===== src/rtl/sync_fifo.sv =====
// Single-clock FIFO with registered read data, occupancy count, threshold flags
// and one-cycle overflow/underflow pulses for rejected requests.
module sync_fifo #(
    parameter int DATA_WIDTH = 16,
    parameter int DEPTH      = 16,
    parameter int AF_LEVEL   = DEPTH - 2,
    parameter int AE_LEVEL   = 2
) (
    input  logic                        clock,
    input  logic                        rst,
    input  logic                        wr_en,
    input  logic [DATA_WIDTH-1:0]       din,
    input  logic                        rd_en,
    output logic [DATA_WIDTH-1:0]       dout,
    output logic                        full,
    output logic                        empty,
    output logic                        almost_full,
    output logic                        almost_empty,
    output logic [$clog2(DEPTH):0]      count,
    output logic                        overflow,
    output logic                        underflow
);

    localparam int AW = $clog2(DEPTH);
    localparam int CW = AW + 1;

    logic [DATA_WIDTH-1:0] mem_q [DEPTH];

    logic [AW-1:0]         wr_ptr_q, wr_ptr_d;
    logic [AW-1:0]         rd_ptr_q, rd_ptr_d;
    logic [CW-1:0]         count_q, count_d;
    logic [DATA_WIDTH-1:0] dout_q, dout_d;
    logic                  overflow_q, overflow_d;
    logic                  underflow_q, underflow_d;

    logic                  full_s;
    logic                  empty_s;
    logic                  rd_acc_s;
    logic                  wr_acc_s;

    // Status decode and request acceptance from the registered count.
    always_comb begin
        full_s   = (count_q == CW'(DEPTH));
        empty_s  = (count_q == {CW{1'b0}});
        rd_acc_s = rd_en & ~empty_s;
        // A full FIFO still takes a write when a read frees the slot this cycle.
        wr_acc_s = wr_en & (~full_s | rd_acc_s);
    end

    // Next-state computation for pointers, count, read data and error pulses.
    always_comb begin
        wr_ptr_d    = wr_ptr_q;
        rd_ptr_d    = rd_ptr_q;
        count_d     = count_q;
        dout_d      = dout_q;
        overflow_d  = 1'b0;
        underflow_d = 1'b0;

        if (wr_acc_s) begin
            wr_ptr_d = wr_ptr_q + AW'(1);
        end else begin
            wr_ptr_d = wr_ptr_q;
        end

        if (rd_acc_s) begin
            rd_ptr_d = rd_ptr_q + AW'(1);
            dout_d   = mem_q[rd_ptr_q];
        end else begin
            rd_ptr_d = rd_ptr_q;
            dout_d   = dout_q;
        end

        case ({wr_acc_s, rd_acc_s})
            2'b10:   count_d = count_q + CW'(1);
            2'b01:   count_d = count_q - CW'(1);
            default: count_d = count_q;
        endcase

        overflow_d  = wr_en & ~wr_acc_s;
        underflow_d = rd_en & ~rd_acc_s;
    end

    // Control state registers with synchronous active-low reset.
    always_ff @(posedge clock) begin
        if (!rst) begin
            wr_ptr_q    <= {AW{1'b0}};
            rd_ptr_q    <= {AW{1'b0}};
            count_q     <= {CW{1'b0}};
            dout_q      <= {DATA_WIDTH{1'b0}};
            overflow_q  <= 1'b0;
            underflow_q <= 1'b0;
        end else begin
            wr_ptr_q    <= wr_ptr_d;
            rd_ptr_q    <= rd_ptr_d;
            count_q     <= count_d;
            dout_q      <= dout_d;
            overflow_q  <= overflow_d;
            underflow_q <= underflow_d;
        end
    end

    // Storage array; contents survive reset, only the pointers are cleared.
    always_ff @(posedge clock) begin
        if (rst && wr_acc_s) begin
            mem_q[wr_ptr_q] <= din;
        end
    end

    assign dout         = dout_q;
    assign count        = count_q;
    assign full         = full_s;
    assign empty        = empty_s;
    assign almost_full  = (count_q >= CW'(AF_LEVEL));
    assign almost_empty = (count_q <= CW'(AE_LEVEL));
    assign overflow     = overflow_q;
    assign underflow    = underflow_q;

endmodule


===== config.mk =====
export PLATFORM = sky130hd
export DESIGN_NAME = sync_fifo
export DESIGN_NICKNAME = d
export VERILOG_FILES = /design/src/rtl/sync_fifo.sv
export SDC_FILE = /design/constraint.sdc
export NUM_CORES = 1
export LEC_CHECK = 0
export BUFFER_PORTS_ARGS = -buffer_cell sky130_fd_sc_hd__buf_2
export CAP_MARGIN = 40
export CORE_MARGIN = 5
export CORE_UTILIZATION = 40
export CTS_BUF_LIST = sky130_fd_sc_hd__clkbuf_4 sky130_fd_sc_hd__clkbuf_8
export DETAILED_ROUTE_END_ITERATION = 8
export PLACE_DENSITY = 0.65
export SETUP_SLACK_MARGIN = 0.02
export SYNTH_ARGS = -nofsm -noshare
export SYNTH_HDL_FRONTEND = slang
export SYNTH_SLANG_ARGS = --single-unit

===== constraint.sdc =====
create_clock -name clock -period 6.6 [get_ports clock]
set_input_delay 1.32 -clock clock [delete_from_list [all_inputs] [get_ports clock]]
set_output_delay 1.32 -clock clock [all_outputs]
set_load 0.005 [all_outputs]

== Yosys cells after proc, flatten, opt, wreduce, memory -nomap -nowiden ==
Memories as Yosys holds them, arrays and structs flattened. A register that Yosys moved wholly into a read port is not among the register bits.
Cells that the tools add are included.

* Bits in registers: 15
* Bits in latches: 0
* Memory bits (writable): 256
* Bits in read-only memories: 0
* Bits of input ports: 20
* Output and inout bits: 27
* Memories kept: 1

{| class="wikitable"
|+ Memory list
! memory !! words !! width !! rd ports !! clocked after memory_dff !! write ports !! RTL line !! text
|-
| mem_q || 16 || 16 || 1 || 1 || 1 || 27 || <nowiki>logic [DATA_WIDTH-1:0] mem_q [DEPTH];</nowiki>
|}

* $add $sub $neg: 4
* Multiply operators: 0
* Divide/modulo/power cells: 0
* Order comparisons: 2
* Equal/unequal tests: 3
* Shifts and indexed selects: 0
* Muxes and demuxes: 3
* Bitwise operators: 9
* Reductions and logical operators: 4

{| class="wikitable"
|+ Operators by type and width
! cell !! count
|-
| case mux 5 bit (2 select lines) || 1
|-
| adder 4 x 1 -> 4 bit, second input constant || 2
|-
| adder 5 x 1 -> 5 bit, second input constant || 1
|-
| equality test 5 bit, second input constant || 1
|-
| greater-or-equal comparator 5 x 4 -> 1 bit, second input constant || 1
|-
| <= comparator 5 x 2 -> 1 bit, second input constant || 1
|-
| logical NOT 5 bit || 1
|-
| subtractor 5 x 1 -> 5 bit, second input constant || 1
|-
| AND 1 bit || 4
|-
| NOT 1 bit || 4
|-
| equality test 2 x 1 -> 1 bit, second input constant || 1
|-
| equality test 2 bit, second input constant || 1
|-
| two-way mux 1 bit || 2
|-
| nonzero test 2 bit || 1
|-
| logical AND 1 bit || 1
|-
| logical NOT 1 bit || 1
|-
| OR 1 bit || 1
|}

== Depth between registers and ports, before layout ==
* Word-level depth: 8
* Gate-level depth with buffers: 10

== Worst setup path before layout ==
OpenSTA, ideal clock, no wires.

* Kind: in2reg
* From: input port rd_en
* To: memory mem_q[0][0], enable pin
* Setup time: 409 ps
* Arrival time: 2876 ps
* Data required time: 6191 ps
* Path slack: 3314 ps
* Cell stages on the path: 4
* Buffers on the path: 0
* Cell sequence: nand2b_1 -> o21ba_2 -> nand2_1 -> nor3_1

* Longest elaborated chain between the ends: 6

{| class="wikitable"
|+ RTL lines
! item !! RTL line !! text
|-
| from (decl) || 13 || <nowiki>input logic rd_en,</nowiki>
|-
| AND 1 bit || 45 || <nowiki>rd_acc_s = rd_en & ~empty_s;</nowiki>
|-
| OR 1 bit || 47 || <nowiki>wr_acc_s = wr_en & (~full_s | rd_acc_s);</nowiki>
|-
| AND 1 bit || 47 ||
|-
| logical AND 1 bit || 104 || <nowiki>if (rst && wr_acc_s) begin</nowiki>
|-
| two-way mux 1 bit || 104 ||
|-
| two-way mux 1 bit (implied by the code) || 105 || <nowiki>mem_q[wr_ptr_q] <= din;</nowiki>
|-
| to (decl) || 27 ||
|}

No other way between the ends.

== Final worst setup path ==
* From: register count_q[0] (netlist: count[0])
* To: output port empty

* Longest elaborated chain between the ends: 1

{| class="wikitable"
|+ RTL lines
! item !! RTL line !! text
|-
| from (decl) || 31 || <nowiki>logic [CW-1:0] count_q, count_d;</nowiki>
|-
| from (signal assigned) || 88 || <nowiki>count_q <= {CW{1'b0}};</nowiki>
|-
| from (signal assigned) || 95 || <nowiki>count_q <= count_d;</nowiki>
|-
| logical NOT 5 bit || 44 || <nowiki>empty_s = (count_q == {CW{1'b0}});</nowiki>
|-
| to (decl) || 16 || <nowiki>output logic empty,</nowiki>
|}

No other way between the ends.

==> impl_metrics.env <==
export IMPL_grt_pass1_vias=6375
export IMPL_rsz0062_at_grt="no"
export IMPL_start_util_pct=40.3
export IMPL_dp_hpwl_microns=15800
export IMPL_hold_viol_final=0
export IMPL_grt_total_usage_pct=16.1
export IMPL_worstMarginPinSlew_ns=0.859
export IMPL_period_minus_slack_ns=3.36
export IMPL_overflow=0
export IMPL_crit_fanout=8
export IMPL_syn_to_final_growth_pct=15.5
export IMPL_drcViolationCount=0
export IMPL_cts_sinks=287
export IMPL_fillers=2344
export IMPL_cts_hold_buf=0
export IMPL_end_kind="output port"
export IMPL_ys_seq_elements=287
export IMPL_vias_per_cell=5.38
export IMPL_cts_resized=0
export IMPL_ys_types=43
export IMPL_synth_top_area_cell="edfxtp_1"
export IMPL_crit_chain="or4_1, nor2_4, buf_2"
export IMPL_synth_area_sq_mm=0.0111
export IMPL_htreeDepth=2
export IMPL_max_freq_ghz=0.298
export IMPL_core_area_sq_mm=0.0276
export IMPL_vias=6035
export IMPL_cts_setup_buffers=0
export IMPL_avgSynthCellArea_sq_um=17.7
export IMPL_grt_pass1_wl_microns=38000
export IMPL_synth_warning_count=0
export IMPL_die_w_microns=177
export IMPL_wl_microns=25100
export IMPL_relSlewSlack_pct=42.5
export IMPL_post_synth_top_area_fraction_pct=69.1
export IMPL_cp_required_ns=5.28
export IMPL_cp_start_kind="flip-flop"
export IMPL_dieArea_sq_mm=0.0312
export IMPL_antenna_found_initial=0
export IMPL_async_reset_ff_share_pct=0
export IMPL_root_buffer="clkbuf_8"
export IMPL_p_leak_nw=4.14
export IMPL_setup_tns_ns=0
export IMPL_worstHoldPathType="reg2reg"
export IMPL_synthesis_nets=656
export IMPL_drt_iter0_markers=559
export IMPL_yosys_top_cells_count="256 x edfxtp_1, 71 x mux2i_1, 32 x mux4_2, 32 x o22ai_1, 31 x dfxtp_1"
export IMPL_skew_ns=0.0210
export IMPL_yosys_cell_count_top_type="edfxtp_1"
export IMPL_io_buffers=46
export IMPL_arrival_ns=2.04
export IMPL_yosysSeqAreaShare_pct=74.7
export IMPL_first_pass_iters=5
export IMPL_synthCells=627
export IMPL_fin_nets=738
export IMPL_crit_type="reg2out"
export IMPL_fin_crit_sh_pct=50.8
export IMPL_cap_viol_max_count=0
export IMPL_ant_nets=0
export IMPL_cts_buffers=45
export IMPL_cpMaxStageDelayCell="or4_1"
export IMPL_max_stage_delay_ns=0.76
export IMPL_finalMaxSlewViolations=0
export IMPL_ir_drop_mv=0.150
export IMPL_clk_pin_slew_worst_paths_ns=0.06
export IMPL_grt_max_degree=40
export IMPL_clock_path_buffers=3
export IMPL_outcome="finished, final reports clean"
export IMPL_cts_tree="built"
export IMPL_num_rows=61
export IMPL_ys_top_cells_by_area="edfxtp_1 69%, mux4_2 6.5%, mux2i_1 6.4%"
export IMPL_io_pin_count=47
export IMPL_clk_latency_ns=0.55
export IMPL_final_util_pct=46.5
export IMPL_yosys_most_used_dff="edfxtp_1"
export IMPL_power_density_mw_per_mm2=334
export IMPL_drive_gt1_share_pct=26.1
export IMPL_n_antenna_cell=0
export IMPL_die_y_microns=177
export IMPL_wl_per_cell_microns=22.3
export IMPL_synth_edf_count=256
export IMPL_place_congestion=0.810
export IMPL_setup_viol=0
registers in the layout, indices dropped and copies added (netlist names):
| name | cells |
|---|---|
| count | 5 |
| wr_ptr_q | 4 |
| rd_ptr_q | 4 |
| mem_q | 256 |
| underflow | 1 |
| dout | 16 |
| overflow | 1 |
critical path, delay by kind of cell, from the launching register on:
| family | cells | cell delay, ns |
|---|---|---|
| flops | 1 | 0.39 |
| buf+inv | 1 | 0.14 |
| simple gates | 2 | 0.95 |
worst paths after layout:
check                  end  slack (ns)  startpoint  cells after the start
setup reg to reg  count[4]        3.54    count[0]                      8
hold / removal    dout[11]        0.56    dout[11]                      2
setup / recovery     empty        3.24    count[0]                      3
hold reg to reg   dout[11]        0.56    dout[11]                      2
cells in the final DEF (no fill, tap or decap), drive strengths merged, types with 8 or more instances in the layout:
master and n:
a21oi 18, a22oi 16, buf 71, clkbuf 72
dfxtp 31, edfxtp 256, ha 8, mux2i 71
mux4 32, nand2 17, nor2 19, nor3 23
o21ai 19, o22ai 32
metal layers:
| layer | routed length (microns) | GRT usage, % |
|---|---|---|
| met1 | 10500 | 22.1 |
| met2 | 12300 | 26.4 |
| met3 | 1710 | 3.08 |
| met4 | 507 | 4.77 |
| met5 | 0 | 0 |
where the power goes:
group          switching [mW]  internal, mW
Combinational           0.384         0.270
Clock                   0.665         0.848
Sequential             0.0696          2.06
Total                    1.12          3.18
cell families after synthesis:
kind of cell | count (synthesis) | synth area share [%]
compound gates | 101 | 5.85
xor+xnor | 4 | 0.315
fa+ha+maj | 9 | 1.08
buf+inv | 41 | 1.61
flops | 287 | 74.7
mux | 103 | 12.9
simple gates | 82 | 3.60
final cells by class:
type / instances / area, sq um / area share [%]
timing repair buffer: 71 / 468 / 3.64
clock inverter: 10 / 81.3 / 0.633
inverter: 5 / 18.8 / 0.146
sequential: 287 / 8310 / 64.7
clock buffer: 72 / 841 / 6.54
tap: 378 / 473 / 3.68
multi-input combinational: 299 / 2660 / 20.7
per-stage QoR:
step                cells  cell area (sq um)  hold slack (ns)  setup slack, ns  total power [mW]
floorplan             627              11100            0.512             3.31              2.56
global placement     1031              11800            0.520             2.74              2.78
detailed placement   1040              11900            0.555             2.82              2.83
CTS                  1122              12900            0.572             3.22              4.34
global route         1122              12900            0.592             3.13              4.49
finish               1122              12900            0.558             3.24              4.30
(Power assumes the default switching activity.)
